**config.mk**
```make
export PLATFORM = sky130hd
export DESIGN_NAME = instr_queue
export DESIGN_NICKNAME = d
export VERILOG_FILES = /design/src/rtl/core_types_pkg.sv /design/src/rtl/instr_queue.sv
export SDC_FILE = /design/constraint.sdc
export NUM_CORES = 1
export LEC_CHECK = 0
export CAP_MARGIN = 15
export CORE_AREA = 2 2 161 163
export CTS_CLUSTER_SIZE = 14
export DETAILED_ROUTE_END_ITERATION = 7
export DIE_AREA = 0 0 163 165
export PLACE_DENSITY = 0.75
export SLEW_MARGIN = 30
export SYNTH_ARGS = -nofsm -noshare
export SYNTH_HDL_FRONTEND = slang
export SYNTH_SLANG_ARGS = --single-unit
export TNS_END_PERCENT = 5
```
**constraint.sdc**
```tcl
create_clock -name CLK -period 2.3 [get_ports CLK]
set_input_delay 0.345 -clock CLK [delete_from_list [all_inputs] [get_ports CLK]]
set_output_delay 0.345 -clock CLK [all_outputs]
set_load 0.01 [all_outputs]
```
**src/rtl/core_types_pkg.sv**
```systemverilog
// core_types_pkg -- shared core types used by the instruction queue.
//   IQ_DEPTH      default instruction-queue entry count (power of 2, >= 2)
//   LOG_IQ_DEPTH  pointer width for the default depth
//   word_t        32-bit instruction word
//   pc_t          14-bit word-granular program counter
//   iq_entry_t    one queue entry: {instr, PC, nPC}
package core_types_pkg;

  localparam int IQ_DEPTH     = 4;
  localparam int LOG_IQ_DEPTH = $clog2(IQ_DEPTH);

  typedef logic [31:0] word_t;
  typedef logic [13:0] pc_t;

  typedef struct packed {
    word_t instr;
    pc_t   PC;
    pc_t   nPC;
  } iq_entry_t;

endpackage

```
**src/rtl/instr_queue.sv**
```systemverilog
// instr_queue -- circular FIFO between fetch and dispatch.
//
// Optional feature: define INSTR_QUEUE_BYPASS_EN to let a fetched
// instruction reach dispatch in the same cycle when the queue is empty.
// Without it, fetch-to-dispatch latency is at least one cycle.
//
// Ports
//   CLK                          clock, rising edge
//   nRST                         asynchronous active-low reset
//   from_fetch_ivalid            fetched instruction valid this cycle
//   from_fetch_instr  [31:0]     fetched instruction
//   from_fetch_PC     [13:0]     word-granular PC of the instruction
//   from_fetch_nPC    [13:0]     predicted next PC
//   from_pipeline_take_resolved  mispredict flush; empties the queue
//   from_dispatch_ready          dispatch accepts the head this cycle
//   to_dispatch_valid            head valid
//   to_dispatch_instr [31:0]     head instruction
//   to_dispatch_PC    [13:0]     head PC
//   to_dispatch_nPC   [13:0]     head predicted next PC
//   to_core_control_full         queue full (from registered count only)
//   DUT_error                    registered: fetch pushed into a full queue
module instr_queue #(
  parameter int IQ_DEPTH = 4
) (
  input  logic        CLK,
  input  logic        nRST,
  input  logic        from_fetch_ivalid,
  input  logic [31:0] from_fetch_instr,
  input  logic [13:0] from_fetch_PC,
  input  logic [13:0] from_fetch_nPC,
  input  logic        from_pipeline_take_resolved,
  input  logic        from_dispatch_ready,
  output logic        to_dispatch_valid,
  output logic [31:0] to_dispatch_instr,
  output logic [13:0] to_dispatch_PC,
  output logic [13:0] to_dispatch_nPC,
  output logic        to_core_control_full,
  output logic        DUT_error
);
  import core_types_pkg::iq_entry_t;

  localparam int LOG_IQ_DEPTH = $clog2(IQ_DEPTH);
  localparam logic [LOG_IQ_DEPTH:0] FULL_CNT = (LOG_IQ_DEPTH + 1)'(IQ_DEPTH);

  iq_entry_t                 r_mem [IQ_DEPTH];
  logic [LOG_IQ_DEPTH-1:0]   r_head, r_tail;
  logic [LOG_IQ_DEPTH:0]     r_count;
  logic                      r_error;

  logic [LOG_IQ_DEPTH-1:0]   w_head_n, w_tail_n;
  logic [LOG_IQ_DEPTH:0]     w_count_n;
  logic                      w_error_n;
  logic                      w_full, w_byp, w_enq, w_deq;
  iq_entry_t                 w_wr_entry, w_head_entry;

  assign w_full       = (r_count == FULL_CNT);
  assign w_wr_entry   = '{instr: from_fetch_instr, PC: from_fetch_PC, nPC: from_fetch_nPC};
  assign w_head_entry = r_mem[r_head];

`ifdef INSTR_QUEUE_BYPASS_EN
  // Empty queue: present the fetched instruction directly. nRST gates it so
  // dispatch never sees a valid while the core is held in reset.
  assign w_byp = nRST & (r_count == '0) & from_fetch_ivalid & ~from_pipeline_take_resolved;
`else
  assign w_byp = 1'b0;
`endif

  assign to_dispatch_valid    = ((r_count != '0) | w_byp) & ~from_pipeline_take_resolved;
  assign to_dispatch_instr    = w_byp ? from_fetch_instr : w_head_entry.instr;
  assign to_dispatch_PC       = w_byp ? from_fetch_PC    : w_head_entry.PC;
  assign to_dispatch_nPC      = w_byp ? from_fetch_nPC   : w_head_entry.nPC;
  assign to_core_control_full = w_full;
  assign DUT_error            = r_error;

  // A bypassed instruction consumed by dispatch is never written; a stored
  // head is dequeued only when it is what dispatch actually saw.
  assign w_enq = from_fetch_ivalid & ~w_full & ~from_pipeline_take_resolved
               & ~(w_byp & from_dispatch_ready);
  assign w_deq = to_dispatch_valid & from_dispatch_ready & ~w_byp;

  // Pointer / count next state
  always_comb begin
    w_head_n  = r_head;
    w_tail_n  = r_tail;
    w_count_n = r_count;
    if (from_pipeline_take_resolved) begin
      w_head_n  = '0;
      w_tail_n  = '0;
      w_count_n = '0;
    end else begin
      if (w_enq) w_tail_n = r_tail + 1'b1;
      if (w_deq) w_head_n = r_head + 1'b1;
      case ({w_enq, w_deq})
        2'b10:   w_count_n = r_count + 1'b1;
        2'b01:   w_count_n = r_count - 1'b1;
        default: w_count_n = r_count;
      endcase
    end
  end

  always_ff @(posedge CLK or negedge nRST) begin
    if (!nRST) begin
      r_head  <= '0;
      r_tail  <= '0;
      r_count <= '0;
    end else begin
      r_head  <= w_head_n;
      r_tail  <= w_tail_n;
      r_count <= w_count_n;
    end
  end

  // Entry storage
  always_ff @(posedge CLK or negedge nRST) begin
    if (!nRST) begin
      for (int i = 0; i < IQ_DEPTH; i++) r_mem[i] <= '0;
    end else if (w_enq) begin
      r_mem[r_tail] <= w_wr_entry;
    end
  end

  // Error flag: a fetch arriving while full (and not flushed) is dropped.
  always_comb begin
    w_error_n = from_fetch_ivalid & w_full & ~from_pipeline_take_resolved;
  end

  always_ff @(posedge CLK or negedge nRST) begin
    if (!nRST) r_error <= 1'b0;
    else       r_error <= w_error_n;
  end

endmodule

```
==> results.json, run 1 <==
{
  "status": "complete, but fails checks",
  "violations": "setup timing",
  "overflow": 0,
  "hp-class": "in -> async",
  "viasPerCell": 5.29,
  "crit_required_ps": 1960,
  "gp_congestion": 0.819,
  "critical_path.max_fanout": 7,
  "drive_above_1_share_pct": 55.4,
  "top_level_ports": 128,
  "period_share_pct": 101,
  "syn_inst": 649,
  "critPathMaxStageDelay_ps": 530,
  "htreeDepth": 1,
  "yosysWarnings": 0,
  "skew_ps": 4.90,
  "synthesis.area_um2": 11200,
  "ff2ff_path_depth": 5,
  "crit_arrival_ps": 1980,
  "cp-end-kind": "output pin",
  "critPathKind": "reg -> out",
  "dp.cells": 1091,
  "stdcell_count": 1151,
  "p_leak_uw": 0.00624,
  "portBuffers": 127,
  "cts-root-buf": "clkbuf_16",
  "ir_worst_vdd_mv": 0.622,
  "finalHoldViolCount": 0,
  "grt_max_degree": 69,
  "drt_first_pass_iters": 5,
  "dr_wl_met3_um": 906,
  "fp.dieArea_um2": 26900,
  "routed_wirelength_mm": 22.7,
  "crit_top_cell": "buf_6",
  "setup_viol": 9,
  "hpwl_mm": 14.4,
  "crit_path_cell_trace": "buf_6, buf_12, mux4_2, buf_6",
  "post_drt_wl_per_cell_um": 19.7,
  "rsz0062_at_grt": "yes",
  "grt_pass1_wl_mm": 36.8,
  "die_x_um": 163,
  "cap_violations": 0,
  "final_cell_mix": "246 x dfrtp_1, 180 x mux2_2, 64 x clkdlybuf4s50_1",
  "fmaxAchievable_mhz": 431,
  "wl_met2_mm": 11.2,
  "synth_area_per_cell_um2": 17.2,
  "cts_tree": "yes",
  "nNetsFinal": 873,
  "p_total_uw": 15100,
  "synth_nets": 719,
  "rr_startpoint": "r_count[0]$_DFFE_PN0P_",
  "cp-start-kind": "flop",
  "via_count": 6085,
  "area_growth_pct": 24.6,
  "worst_slack_ps": -20.9,
  "crit_start": "r_head[0]$_DFFE_PN0P_",
  "clockBufferDepth": 3,
  "start_util_pct": 44.7,
  "cp_slowest_cell": "mux4_2",
  "path_clk_slew_ps": 60,
  "met1_length_mm": 10.1,
  "grt_usage_pct": 17.3,
  "antenna_left": 0,
  "fp-row-count": 58,
  "drc": 0,
  "slew_viol_final": 0,
  "grt_pass1_vias": 6672,
  "grt_antenna_before_repair": 0,
  "clk-insertion-delay-late_ps": 520,
  "dp_slack_ps": 113,
  "numCtsBuffers": 27,
  "routed.top_layer": "met4",
  "worst_pin_slew_ps": 459,
  "core_area_um2": 25000,
  "pwr_density_cell_nw_per_um2": 1080,
  "synth-seq-cells": 248,
  "final_common_cell": "dfrtp_1",
  "drt_iter0_markers": 275,
  "slew_headroom_pct": 69.4,
  "min_period_ps": 2320,
  "die_y_um": 165,
  "antenna_cells": 0,
  "synth.distinct_cells": 36,
  "synth-seq-area-share_pct": 55.5,
  "cts.sink_count": 248
}
## registers in the layout, indices dropped and copies added (netlist names)
| name | count |
|---|---|
| r_tail | 2 |
| r_count | 3 |
| r_mem | 240 |
| r_head | 2 |
| DUT_error | 1 |
## cell families after synthesis
| logic type | Yosys count | synth area share, % |
|---|---|---|
| AO/OA/AOI/OAI | 17 | 1.04 |
| flip-flops | 248 | 55.5 |
| multiplexers | 300 | 38.3 |
| adder cells (fa/ha/maj) | 5 | 0.626 |
| buffers and inverters | 51 | 3.05 |
| XOR/XNOR | 3 | 0.235 |
| AND/OR/NAND/NOR | 25 | 1.31 |
## cells in the mapped netlist, drive strengths merged
master,number,area (um^2)
o21bai,1,7.51
nor2b,3,18.8
or3,1,6.26
inv,5,18.8
nand2b,2,12.5
o21ai,3,15.0
xor2,3,26.3
nand3b,1,7.51
nor3,1,5.00
or3b,1,8.76
nand3,5,25.0
and3,1,11.3
o22ai,1,6.26
and2,1,6.26
clkbuf,13,48.8
nand2,1,3.75
a2111oi,1,8.76
nor2,5,18.8
mux2,240,2930
ha,4,50.1
or2,1,6.26
fa,1,20.0
a221oi,2,17.5
a21oi,3,15.0
a211oi,3,22.5
a22oi,1,7.51
mux4,60,1350
nor4b,1,8.76
o311ai,1,8.76
dfrtp,248,6210
nor3b,1,7.51
buf,33,274
o31ai,1,7.51
## through the flow
step	area (um^2)	utilization (%)	hold slack [ps]	setup TNS [ps]
floorplan	11200	-	49.4	0
global placement	13000	52.0	310	0
CTS	13900	55.4	361	-1600
finish	13900	55.7	352	-55.3
detailed placement	13000	52.0	315	0
global route	13900	55.7	387	-2200
## power by group
| part | leakage [uW] | internal [uW] | total [uW] | switching [uW] |
|---|---|---|---|---|
| sequential | 0.00312 | 5730 | 6430 | 695 |
| combinational | 0.00267 | 2840 | 4330 | 1490 |
| clock | 0.000450 | 2630 | 4300 | 1670 |
## worst paths after layout
check | end | slack (ps)
worst max-delay path | to_dispatch_nPC[4] | -20
worst min-delay path | r_mem[179]$_DFFE_PN0P_ | 350
worst max register to register | r_count[1]$_DFFE_PN0P_ | 270
worst min register to register | r_mem[34]$_DFFE_PN0P_ | 500
max in group asynchronous | r_mem[75]$_DFFE_PN0P_ | 1220
min in group CLK | r_mem[34]$_DFFE_PN0P_ | 500
## final cells by class
| type | instances | area (um^2) |
|---|---|---|
| clock buffers | 35 | 756 |
| clock inverters | 12 | 135 |
| fillers | 1958 | 11100 |
| multi-input cells | 350 | 4680 |
| inverters | 5 | 18.8 |
| repair buffers | 171 | 1730 |
| well taps | 330 | 413 |
| flip-flops and latches | 248 | 6210 |
## layer usage
metal  vias up  global-route usage (%)
li1       2723                       -
met2       102                    29.5
met4         0                    4.02
met3        30                    2.91
met5         -                       0
met1      3230                    23.5
## repair_timing
item / 4_1_cts / 5_1_grt
hold buffers: 1 / 0
buffers inserted: 10 / 0
endpoints found under the hold margin: 51 / 0
pin swaps: 0 / 0
endpoints found under the setup margin: 61 / 52
resized for setup: 260 / 16
gates cloned: 3 / 1
## worst max-delay path: cells and delay by family (launching register included)
kind | cells | cell delay (ps)
buffers and inverters | 3 | 410
multiplexers | 1 | 530
flip-flops | 1 | 510
Note: power is estimated with default switching activity, not from simulation.
==> inputs of run 2 (changes only) <==
Clock period 2.3 ns to 2.6 ns, I/O delays scaled along.
==> run 2 against run 1 <==
Effect of this change: the flow now finishes without violations; worst hold slack gained 55 ps; register-to-register slack gained 180 ps; design area shrank 0.20%; combinational power shrank 13%; routed wire length grew 4.1%; critical path depth is the same; die area is the same; utilization shrank 0.11 points; count of clock-buffer cells in the layout grew 7; sequential power shrank 12%; critical path type unchanged; largest power group unchanged; highest routed layer unchanged.
==> results.json, run 2 (synthesis gave the netlist of run 1 again) <==
{
  "pwr-share-seq_pct": 43.9,
  "rr_startpoint": "r_count[0]$_DFFE_PN0P_",
  "period_share_pct": 98.6,
  "wl_met2_mm": 11.5,
  "worst_pin_slew_ps": 494,
  "internal_power_uw": 9590,
  "post_drt_wl_per_cell_um": 20.7,
  "via_count": 6158,
  "final_cell_mix": "246 x dfrtp_1, 180 x mux2_2, 66 x clkdlybuf4s50_1",
  "crit_required_ps": 2210,
  "fp.dieArea_um2": 26900,
  "slew_headroom_pct": 67.1,
  "die_x_um": 163,
  "r2r-end": "r_count[1]$_DFFE_PN0P_",
  "path_clk_slew_ps": 60,
  "antenna_cells": 0,
  "largest_reg_flops": 240,
  "cts_tree": "yes",
  "rsz0062_at_grt": "yes",
  "cp-start-kind": "flop",
  "htreeDepth": 1,
  "crit_arrival_ps": 2170,
  "stdcell_count": 1140,
  "p_sw_uw": 3370,
  "status": "finished, final reports clean",
  "ff2ff_path_depth": 6,
  "portBuffers": 127,
  "routed.top_layer": "met4",
  "ir_worst_vdd_mv": 0.731,
  "met1_length_mm": 10.7,
  "skew_ps": 12.2,
  "min_period_ps": 2560,
  "cap_violations": 0,
  "clockBufferDepth": 3,
  "reg_top3": "r_mem (240), r_count (3)",
  "clk-insertion-delay-late_ps": 520,
  "critPathKind": "reg -> out",
  "p_leak_uw": 0.00625,
  "antenna_left": 0,
  "drt_first_pass_iters": 4,
  "setup_viol": 0,
  "grt_antenna_before_repair": 0,
  "drc": 0,
  "pwr-share-comb_pct": 29.2,
  "grt_pass1_wl_mm": 37.7,
  "final_common_cell": "dfrtp_1",
  "clockPowerShare_pct": 26.9,
  "grt_usage_pct": 17.9,
  "nNetsFinal": 863,
  "cts.sink_count": 248,
  "grt_pass1_vias": 6754,
  "core_area_um2": 25000,
  "fp-row-count": 58,
  "fmaxAchievable_mhz": 390,
  "utilization_pct": 55.6,
  "pwr_density_cell_nw_per_um2": 931,
  "dp.cells": 1085,
  "start_util_pct": 44.7,
  "dr_wl_met3_um": 902,
  "slew_viol_final": 0,
  "gp_congestion": 0.726,
  "n_fill_cell": 1976,
  "viasPerCell": 5.40,
  "critical_path.max_fanout": 8,
  "die_y_um": 165,
  "regMostFlops": "r_mem",
  "overflow": 0,
  "cp-end-kind": "output pin",
  "routed_wirelength_mm": 23.6,
  "reg2reg_slack_ps": 450,
  "area_growth_pct": 24.4,
  "switching_share_pct": 26.0,
  "finalHoldViolCount": 0,
  "cts-root-buf": "clkbuf_16",
  "top_level_ports": 128,
  "drive_above_1_share_pct": 48.5,
  "drt_iter0_markers": 277,
  "hp-class": "in -> async",
  "numCtsBuffers": 26,
  "hpwl_mm": 13.8,
  "grt_max_degree": 62
}
## run 2: timing repair
item | 4_1_cts | 5_1_grt
endpoints found under the hold margin | 55 | 0
setup endpoints to repair | 61 | 36
gates resized for setup | 50 | 73
setup buffers | 2 | 2
gates cloned | 2 | 3
hold buffers | 1 | 0
## run 2: cell type report
class / instances / area (um^2) / share of cell area, %
Inverter: 5 / 18.8 / 0.135
Clock buffer: 42 / 782 / 5.62
Multi-Input combinational cell: 350 / 4680 / 33.6
Timing Repair Buffer: 162 / 1800 / 12.9
Tap cell: 330 / 413 / 2.97
Clock inverter: 3 / 15.0 / 0.108
Sequential cell: 248 / 6210 / 44.6
## run 2: how the worst max path moves through the flow
stage,to,from,cells after the start
2_1_floorplan,r_count[1]$_DFFE_PN0P_,r_count[1]$_DFFE_PN0P_,6
3_3_place_gp,r_mem[143]$_DFFE_PN0P_,from_fetch_ivalid,5
3_5_place_dp,r_mem[172]$_DFFE_PN0P_,from_fetch_ivalid,5
4_1_cts,to_dispatch_PC[7],r_head[0]$_DFFE_PN0P_,3
5_1_grt,to_dispatch_instr[26],r_head[0]$_DFFE_PN0P_,4
6_report,to_dispatch_instr[26],r_head[0]$_DFFE_PN0P_,4
## run 2: through the flow
step                      total power [uW]  hold WS (ps)  cell area (um^2)  setup TNS, ps  setup slack (ps)
after floorplan                       8070          94.4             11200              0               586
after global placement                9520           372             13000              0               240
after detailed placement              9630           376             13000              0               207
after CTS                            13100           412             13800          -2160              -168
after global routing                 13700           448             13900          -62.3             -31.3
final                                13000           407             13900              0              37.1
## run 2: power by group through the flow
stage / clock, uW / combinational, uW / sequential (uW)
floorplan: 0 / 2570 / 5500
global placement: 0 / 3840 / 5680
detailed placement: 0 / 3930 / 5710
CTS: 3590 / 3790 / 5670
global route: 3750 / 4080 / 5830
finish: 3490 / 3780 / 5690
## run 2: metal layers
layer  vias to the layer above  track usage (%)
met1                      3289             25.3
met3                        31             2.66
met5                         -                0
li1                       2715                -
met4                         0             4.55
met2                       123             29.4
## run 2: critical path, stage by stage (launching register included)
cell,delay (ps)
dfrtp_4,510
buf_6,160
buf_16,160
mux4_2,510
dlygate4sd2_1,300
